===== src/rtl/seq_gen_pkg.sv =====
// Shared types and constants for the serial pattern generator.
// The PARITY state exists in the type for both builds; only SEQ_GEN_PARITY_EN enters it.
package seq_gen_pkg;

  typedef enum logic [1:0] {
    IDLE   = 2'd0,
    SHIFT  = 2'd1,
    PARITY = 2'd2,
    DONE   = 2'd3
  } seq_state_t;

  localparam logic [3:0] SEQ_DEF_PAT = 4'b1010;

endpackage


===== src/rtl/seq_gen_ctr.sv =====
// Loadable down-counter with a zero flag, used for bit index and frame repetitions.
module seq_gen_ctr #(
  parameter int W = 4
) (
  input  logic         clk,
  input  logic         rst,
  input  logic         load,
  input  logic         dec,
  input  logic [W-1:0] load_val,
  output logic         zero
);

  logic [W-1:0] cnt_q, cnt_d;

  always_comb begin
    cnt_d = cnt_q;
    if (load) begin
      cnt_d = load_val;
    end else if (dec && (cnt_q != '0)) begin
      cnt_d = cnt_q - W'(1);
    end
  end

  always_ff @(posedge clk) begin
    if (rst) begin
      cnt_q <= '0;
    end else begin
      cnt_q <= cnt_d;
    end
  end

  assign zero = (cnt_q == '0);

endmodule


===== src/rtl/seq_gen_tx.sv =====
// Serial pattern transmitter: MSB-first frames repeated max(reps,1) times, then a done pulse.
// Define SEQ_GEN_PARITY_EN to append an even-parity bit to every frame.
//
//   state  | meaning
//   IDLE   | waiting for start; outputs quiet
//   SHIFT  | emitting pattern bits, MSB first
//   PARITY | emitting the even-parity bit of the frame
//   DONE   | one-cycle done pulse, then IDLE
module seq_gen_tx
  import seq_gen_pkg::*;
#(
  parameter int               PAT_W   = 4,
  parameter int               CNT_W   = 4,
  parameter logic [PAT_W-1:0] DEF_PAT = PAT_W'(SEQ_DEF_PAT)
) (
  input  logic             clk,
  input  logic             rst,
  input  logic             start,
  input  logic             pat_sel,
  input  logic [PAT_W-1:0] pattern,
  input  logic [CNT_W-1:0] reps,
  output logic             out,
  output logic             out_valid,
  output logic             busy,
  output logic             done
);

  localparam int BIT_W = (PAT_W > 2) ? $clog2(PAT_W) : 1;

  seq_state_t       state_q, state_d;
  logic [PAT_W-1:0] shift_q, shift_d;
  logic             out_q, out_d;
  logic             out_valid_q, out_valid_d;
  logic             busy_q, busy_d;
  logic             done_q, done_d;

  logic             bit_load, bit_dec, bit_zero;
  logic             rep_load, rep_dec, rep_zero;
  logic [CNT_W-1:0] rep_load_val;

  // Rep counter holds frames remaining after the current one; reps=0 behaves as 1.
  assign rep_load_val = (reps == '0) ? '0 : CNT_W'(reps - CNT_W'(1));

  seq_gen_ctr #(.W(BIT_W)) u_bit_ctr (
    .clk      (clk),
    .rst      (rst),
    .load     (bit_load),
    .dec      (bit_dec),
    .load_val (BIT_W'(PAT_W - 1)),
    .zero     (bit_zero)
  );

  seq_gen_ctr #(.W(CNT_W)) u_rep_ctr (
    .clk      (clk),
    .rst      (rst),
    .load     (rep_load),
    .dec      (rep_dec),
    .load_val (rep_load_val),
    .zero     (rep_zero)
  );

  always_comb begin
    state_d     = state_q;
    shift_d     = shift_q;
    bit_load    = 1'b0;
    bit_dec     = 1'b0;
    rep_load    = 1'b0;
    rep_dec     = 1'b0;
    out_d       = 1'b0;
    out_valid_d = 1'b0;
    done_d      = 1'b0;

    case (state_q)
      IDLE: begin
        if (start) begin
          shift_d  = pat_sel ? pattern : DEF_PAT;
          bit_load = 1'b1;
          rep_load = 1'b1;
          state_d  = SHIFT;
        end
      end
      SHIFT: begin
        out_d       = shift_q[PAT_W-1];
        out_valid_d = 1'b1;
        // Rotating keeps the captured pattern intact for the next frame.
        shift_d     = {shift_q[PAT_W-2:0], shift_q[PAT_W-1]};
        if (!bit_zero) begin
          bit_dec = 1'b1;
        end else begin
`ifdef SEQ_GEN_PARITY_EN
          state_d = PARITY;
`else
          if (rep_zero) begin
            state_d = DONE;
          end else begin
            bit_load = 1'b1;
            rep_dec  = 1'b1;
          end
`endif
        end
      end
`ifdef SEQ_GEN_PARITY_EN
      PARITY: begin
        out_d       = ^shift_q;
        out_valid_d = 1'b1;
        if (rep_zero) begin
          state_d = DONE;
        end else begin
          bit_load = 1'b1;
          rep_dec  = 1'b1;
          state_d  = SHIFT;
        end
      end
`endif
      DONE: begin
        done_d  = 1'b1;
        state_d = IDLE;
      end
      default: begin
        state_d = IDLE;
      end
    endcase

    // Outputs trail the state by one register stage; busy covers the load cycle too.
    busy_d = (state_q != IDLE) || (state_d != IDLE);
  end

  always_ff @(posedge clk) begin
    if (rst) begin
      state_q     <= IDLE;
      shift_q     <= '0;
      out_q       <= 1'b0;
      out_valid_q <= 1'b0;
      busy_q      <= 1'b0;
      done_q      <= 1'b0;
    end else begin
      state_q     <= state_d;
      shift_q     <= shift_d;
      out_q       <= out_d;
      out_valid_q <= out_valid_d;
      busy_q      <= busy_d;
      done_q      <= done_d;
    end
  end

  assign out       = out_q;
  assign out_valid = out_valid_q;
  assign busy      = busy_q;
  assign done      = done_q;

endmodule


===== config.mk =====
export PLATFORM = sky130hd
export DESIGN_NAME = seq_gen_tx
export DESIGN_NICKNAME = d
export VERILOG_FILES = /design/src/rtl/seq_gen_pkg.sv /design/src/rtl/seq_gen_ctr.sv /design/src/rtl/seq_gen_tx.sv
export SDC_FILE = /design/constraint.sdc
export NUM_CORES = 1
export LEC_CHECK = 0
export ABC_AREA = 1
export CAP_MARGIN = 20
export CORE_UTILIZATION = 49
export CTS_CLUSTER_SIZE = 24
export DETAILED_ROUTE_END_ITERATION = 8
export HOLD_SLACK_MARGIN = 0.06
export PLACE_DENSITY = 0.76
export SETUP_SLACK_MARGIN = 0.2
export SLEW_MARGIN = 20
export SYNTH_ARGS = -nofsm -noshare
export SYNTH_HDL_FRONTEND = slang
export SYNTH_SLANG_ARGS = --single-unit

===== constraint.sdc =====
create_clock -name clk -period 1.5 [get_ports clk]
set_input_delay 0.3 -clock clk [delete_from_list [all_inputs] [get_ports clk]]
set_output_delay 0.3 -clock clk [all_outputs]
set_load 0.005 [all_outputs]

==> impl_metrics.json, run 1 <==
{
  "crit_path_end_kind": "flop",
  "cts_buffers": 3,
  "num_antenna_cells": 0,
  "die_h_um": 42.96,
  "netlist_area_um2": 822.0,
  "cts_tree": "yes",
  "grt_max_degree": 11,
  "cp.depth": 9,
  "synth_top_area_cell": "dfxtp_1",
  "p_int_uw": 754.4,
  "netSwitchingPower_uw": 359.4,
  "met3_usage": 0.05106,
  "cellPowerDensity_nw_per_um2": 1067,
  "cp_cell_sequence": "inv_2 > ha_2 > inv_2 > nor2_2 > nand2_2 > nand2_4 > nand2_1 > nor2_1 > nor2_1",
  "place.gp.congestion": 0.8258,
  "cts_buffer_depth": 2,
  "p_seq_frac": 0.447,
  "ys_warn_count": 0,
  "synth_area_leaders": "dfxtp_1 (39%), nand2_1 (14%), nor2_1 (11%)",
  "critPathLaunchType": "flop",
  "synth_fp_nets": 141,
  "crit_required_ns": 1.69,
  "p_sw_frac": 0.3227,
  "clk_latency_ns": 0.29,
  "status": "finished clean",
  "first_pass_iters": 4,
  "wl_per_cell_um": 10.41,
  "cp.arrival_ns": 1.38,
  "crit_end": "u_rep_ctr.cnt_q[0]",
  "slowest_delay_ns": 0.34,
  "io_buffer_count": 15,
  "worstMarginPinSlew_ns": 0.2519,
  "cpMaxStageDelayCell": "dfxtp_2",
  "placed_area_um2": 996.0,
  "grt_pass1_vias": 698,
  "viasPerCell": 5.025,
  "busiest_layer": "met2",
  "slew_viol_final": 0,
  "path_delay_family": "simple AND/OR/NAND/NOR gates",
  "area_delta_synth_final_pct": 26.94,
  "dieArea_um2": 1846,
  "synth-edff-count": 0,
  "grtUsageMet1": 0.2612,
  "ir_worst_vdd_v": 0.0006133,
  "fp.dieW_um": 42.96,
  "finalSetupViolCount": 0,
  "avgSynthCellArea_um2": 6.473,
  "finalCritPeriodShare": 0.7940,
  "crit_fanout": 6,
  "regArea_um2": 321.6,
  "cellLeakagePower_nw": 0.5351,
  "fill_cells": 146,
  "r2r_cells": 9,
  "grt_setup_unrepaired": "no",
  "drcViolationCount": 0,
  "cts.sinks": 16,
  "p_clk_frac": 0.265,
  "coreArea_um2": 1541,
  "routed_wl_um": 1686,
  "root_buffer": "clkbuf_4",
  "use_met2": 0.3242,
  "finClkSkew_ns": 0.004579,
  "grt_overflow": 0,
  "rows": 14,
  "r2r-start": "u_bit_ctr.cnt_q[0]",
  "seq_area_frac_synth": 0.3896,
  "reg2reg_setup_slack_ns": 0.31,
  "cp_num_buf_inv": 2,
  "period_minus_slack_ns": 1.191,
  "maxCapViolCount": 0,
  "min_path_type": "flop to flop",
  "netlist.area_leader.share": 0.3896,
  "dp_cells": 158,
  "grt_use_total": 0.2019,
  "combPwrFrac": 0.289,
  "netlist_instances": 127,
  "crit_start": "u_bit_ctr.cnt_q[0]",
  "fin_cells": 162,
  "yosysMostFrequentCell": "nand2_1",
  "tns_ns": 0,
  "reg2reg_to": "u_rep_ctr.cnt_q[0]",
  "pin_count": 16,
  "fin_ws_ns": 0.3090,
  "grt_antenna_before_repair": 0,
  "h-tree-depth": 1,
  "vias": 814,
  "ys_ff_latch": 16,
  "yosys.cell_types.count": 17,
  "fmax_mhz": 839.6,
  "hpwl_um": 1337,
  "final_layout_size_suffix_gt1_frac": 0.1644,
  "ant_nets": 0,
  "nets": 161,
  "initial_core_util": 0.5333,
  "fin_area_um2": 1044,
  "final_hold_viol_count": 0,
  "grt_pass1_wl_um": 2766,
  "drt-initial-drc-count": 11,
  "pre_cts_slack_ns": 0.02046,
  "slew_headroom": 0.8319,
  "clkTransAtPathRegs_ns": 0.10,
  "synthFlopType": "dfxtp_1",
  "yosys-top-cells-count": "nand2_1 (30), nor2_1 (24), inv_1 (18), dfxtp_1 (16), nand3_1 (10)",
  "multi_input_area_um2": 436.7,
  "path_class": "flop to flop",
  "synthArstFlopShare": 0
}
## metal layers
| metal | vias up | part of all wire | wire length (um) |
|---|---|---|---|
| li1 | 432 | - | - |
| met2 | 24 | 0.47 | 799 |
| met3 | 2 | 0.046 | 77 |
| met5 | - | 0 | 0 |
| met4 | 0 | 0.0077 | 13 |
| met1 | 356 | 0.47 | 795 |
## area by class of cell
class | instances | share of cell area
Multi-Input combinational cell | 90 | 0.4185
Tap cell | 16 | 0.01918
Timing Repair Buffer | 16 | 0.1463
Sequential cell | 16 | 0.3082
Inverter | 20 | 0.07314
Clock buffer | 4 | 0.03477
## cells in the final DEF (no fill, tap or decap), types with 2 or more instances in the layout
cell	n
nand2_1	30
nor2_1	24
dfxtp_1	15
inv_1	14
clkdlybuf4s50_1	11
nand3_1	9
o21ai_0	6
a21oi_1	6
inv_2	5
dlygate4sd2_1	4
nor2_2	3
nand2_4	3
nand2_2	3
clkbuf_4	3
ha_2	2
## cell families after synthesis
logic type | share of synthesized area
simple gates | 0.3957
compound gates | 0.08676
buf+inv | 0.09739
flops | 0.3897
fa+ha+maj | 0.03044
## flip-flops by register name, indices dropped and copies added (netlist names)
register         flops
shift_q              4
u_rep_ctr.cnt_q      4
state_q              2
u_bit_ctr.cnt_q      2
busy                 1
done                 1
out                  1
out_valid            1
## power by group through the flow
stage	registers [mW]	logic, mW	clock network (mW)
3_3_place_gp	0.504	0.303	0
6_report	0.497	0.322	0.295
3_5_place_dp	0.505	0.309	0
2_1_floorplan	0.500	0.222	0
4_1_cts	0.495	0.311	0.294
5_1_grt	0.504	0.371	0.328
## through the flow
| stage | total power [mW] | hold WS [ns] | utilization |
|---|---|---|---|
| after floorplan | 0.7227 | 0.4265 | - |
| after global placement | 0.8069 | 0.4523 | 0.6461 |
| after detailed placement | 0.8140 | 0.4916 | 0.6461 |
| after CTS | 1.100 | 0.5055 | 0.6696 |
| after global routing | 1.204 | 0.5137 | 0.6769 |
| final | 1.114 | 0.5062 | 0.6769 |
## worst min path at each step
stage	startpoint	to	slack [ns]	cells past startpoint
5_1_grt	shift_q[1]	shift_q[2]	0.51	2
4_1_cts	shift_q[1]	shift_q[2]	0.51	2
3_5_place_dp	shift_q[1]	shift_q[2]	0.49	2
3_3_place_gp	state_q[1]	done	0.45	2
6_report	shift_q[1]	shift_q[2]	0.51	2
2_1_floorplan	shift_q[3]	out	0.43	2
## worst min-delay path: stages, from the launching register on
cell and delay, ns:
dfxtp_1 0.32, nand2_1 0.07, a31oi_1 0.08
## what timing repair did
item | CTS | global route
buffers inserted | 0 | 0
hold buffers | 0 | 0
endpoints found under the setup margin | 5 | 6
resized for setup | 5 | 8
pin swaps | 0 | 3
(Power assumes the default switching activity.)
==> run 2, diff against run 1 <==
==> constraint.sdc (replaced) <==
create_clock -name clk -period 1.1 [get_ports clk]
set_input_delay 0.22 -clock clk [delete_from_list [all_inputs] [get_ports clk]]
set_output_delay 0.22 -clock clk [all_outputs]
set_load 0.005 [all_outputs]
==> run 2 against run 1 <==
Against the previous run:
- the flow now finishes with violations (negative setup slack)
- utilization grew 17 points
- flip-flop and latch count is the same
- fmax grew 3.0%
- hold slack lost 0.024 ns
- worst setup slack lost 0.36 ns
- wire length grew 36%
- total power grew 60%
- global-route usage grew 3.2 points
- critical path depth is the same
- highest routed layer unchanged
==> impl_metrics.json, run 2 (same netlist as run 1, synthesis figures left out) <==
{
  "finalCritPeriodShare": 1.051,
  "r2r_cells": 9,
  "holdPathStages": 2,
  "finClkSkew_ns": 0.0004174,
  "fp.dieW_um": 42.96,
  "ir_worst_vdd_v": 0.0009751,
  "grt_antenna_before_repair": 0,
  "crit_fanout": 6,
  "p_sw_frac": 0.3460,
  "area_delta_synth_final_pct": 58.90,
  "netSwitchingPower_uw": 615.1,
  "final_layout_size_suffix_gt1_frac": 0.4074,
  "vias": 936,
  "slowest_delay_ns": 0.34,
  "pre_cts_slack_ns": -0.2663,
  "combPwrFrac": 0.388,
  "fin_ws_ns": -0.05581,
  "cellLeakagePower_nw": 0.6436,
  "io_buffer_count": 15,
  "placed_area_um2": 1087,
  "layout.cells.most_common_list": "nor2_1 (23), nand2_1 (22), dfxtp_1 (11)",
  "cts_buffer_depth": 2,
  "min_path_type": "flop to flop",
  "num_antenna_cells": 0,
  "grt_use_total": 0.2339,
  "rows": 14,
  "cts_tree": "yes",
  "clkTransAtPathRegs_ns": 0.10,
  "slew_headroom": 0.8083,
  "crit_required_ns": 1.29,
  "cellPowerDensity_nw_per_um2": 1361,
  "drt-initial-drc-count": 30,
  "path_class": "flop to flop",
  "p_int_mw": 1.163,
  "grt_pass1_wl_um": 3249,
  "nets": 177,
  "cpMaxStageDelayCell": "dfxtp_2",
  "viasPerCell": 5.258,
  "final_common_cell": "nor2_1",
  "grt_pass1_vias": 778,
  "p_clk_frac": 0.222,
  "slew_viol_final": 0,
  "wl_per_cell_um": 12.84,
  "drcViolationCount": 0,
  "first_pass_iters": 4,
  "root_buffer": "clkbuf_4",
  "worstMarginPinSlew_ns": 0.2871,
  "h-tree-depth": 1,
  "cp_cell_sequence": "inv_2 > ha_4 > inv_4 > nor2_4 > nand2_4 > nand2_4 > nand2_1 > nor2_1 > nor2_1",
  "cts_hold_buf": 0,
  "fin_area_um2": 1306,
  "grt_max_degree": 11,
  "hpwl_um": 1308,
  "critPathLaunchType": "flop",
  "period_minus_slack_ns": 1.156,
  "grt_overflow": 0,
  "fmax_mhz": 865.2,
  "pin_count": 16,
  "status": "complete, but fails checks",
  "clk_latency_ns": 0.29,
  "p_seq_frac": 0.390,
  "cp.arrival_ns": 1.35,
  "place.gp.congestion": 0.8917,
  "dieArea_um2": 1846,
  "reg_top3": "shift_q (4), u_rep_ctr.cnt_q (4)",
  "cts.sinks": 16,
  "final_hold_viol_count": 0,
  "p_total_mw": 1.778,
  "violations": "negative setup slack",
  "coreArea_um2": 1541,
  "die_h_um": 42.96,
  "ant_nets": 0,
  "crit_path_end_kind": "flop",
  "routed_wl_um": 2286,
  "cts_buffers": 3,
  "grt_setup_unrepaired": "yes",
  "maxCapViolCount": 0,
  "finalSetupViolCount": 6,
  "initial_core_util": 0.5333
}
run 2: changes by cell type in the layout (fill, tap and decap cells not counted), sizes merged:
cell	delta
clkdlybuf4s50	-1
dlygate4sd2	-4
dlymetal6s2s	+1
buf	+19
nand2	+1
run 2: path summary, 6_finish.rpt:
kind         slack, ns                from            endpoint
min reg2reg       0.48          shift_q[1]          shift_q[2]
max              -0.06  u_bit_ctr.cnt_q[1]  u_rep_ctr.cnt_q[3]
max reg2reg      -0.06  u_bit_ctr.cnt_q[1]  u_rep_ctr.cnt_q[3]
min               0.48          shift_q[1]          shift_q[2]
run 2: stage by stage:
step	hold WS, ns	std cells	util	TNS [ns]
global placement	0.4640	167	0.7054	-2.125
detailed placement	0.4706	167	0.7054	-2.311
finish	0.4818	178	0.8474	-0.2283
floorplan	0.3967	127	-	0
CTS	0.4707	174	0.7914	-0.02195
global route	0.4872	178	0.8474	-0.7238
run 2: power by group through the flow:
stage | combinational [mW] | sequential [mW] | clock [mW]
floorplan | 0.328 | 0.689 | 0
global placement | 0.488 | 0.694 | 0
detailed placement | 0.495 | 0.696 | 0
CTS | 0.590 | 0.687 | 0.394
global route | 0.759 | 0.700 | 0.421
finish | 0.691 | 0.693 | 0.394
run 2: worst max-delay path: cells and delay by family (launching register included):
kind	cells	cell delay, ns
AND/OR/NAND/NOR	6	0.48
buffers and inverters	2	0.11
flip-flops	1	0.34
adder cells (fa/ha/maj)	1	0.13
run 2: timing repair:
| item | in CTS | in global routing |
|---|---|---|
| resized for setup | 44 | 17 |
| endpoints found under the setup margin | 18 | 18 |
| buffers inserted | 3 | 3 |
| pin swaps | 8 | 14 |
| gates cloned | 0 | 1 |
run 2: cell type report:
cell class                 instances  area (um^2)
sequential                        16        329.1
fill                              91        235.2
multi-input combinational         91        551.8
clock buffer                       4        36.28
inverter                          20        93.84
tap                               16        20.02
timing repair buffer              31        275.3
run 2: layer usage:
layer	GRT usage	routed length, um
met1	0.2865	964
met4	0.1273	146
met3	0.04255	107
met5	0	0
met2	0.3848	1068
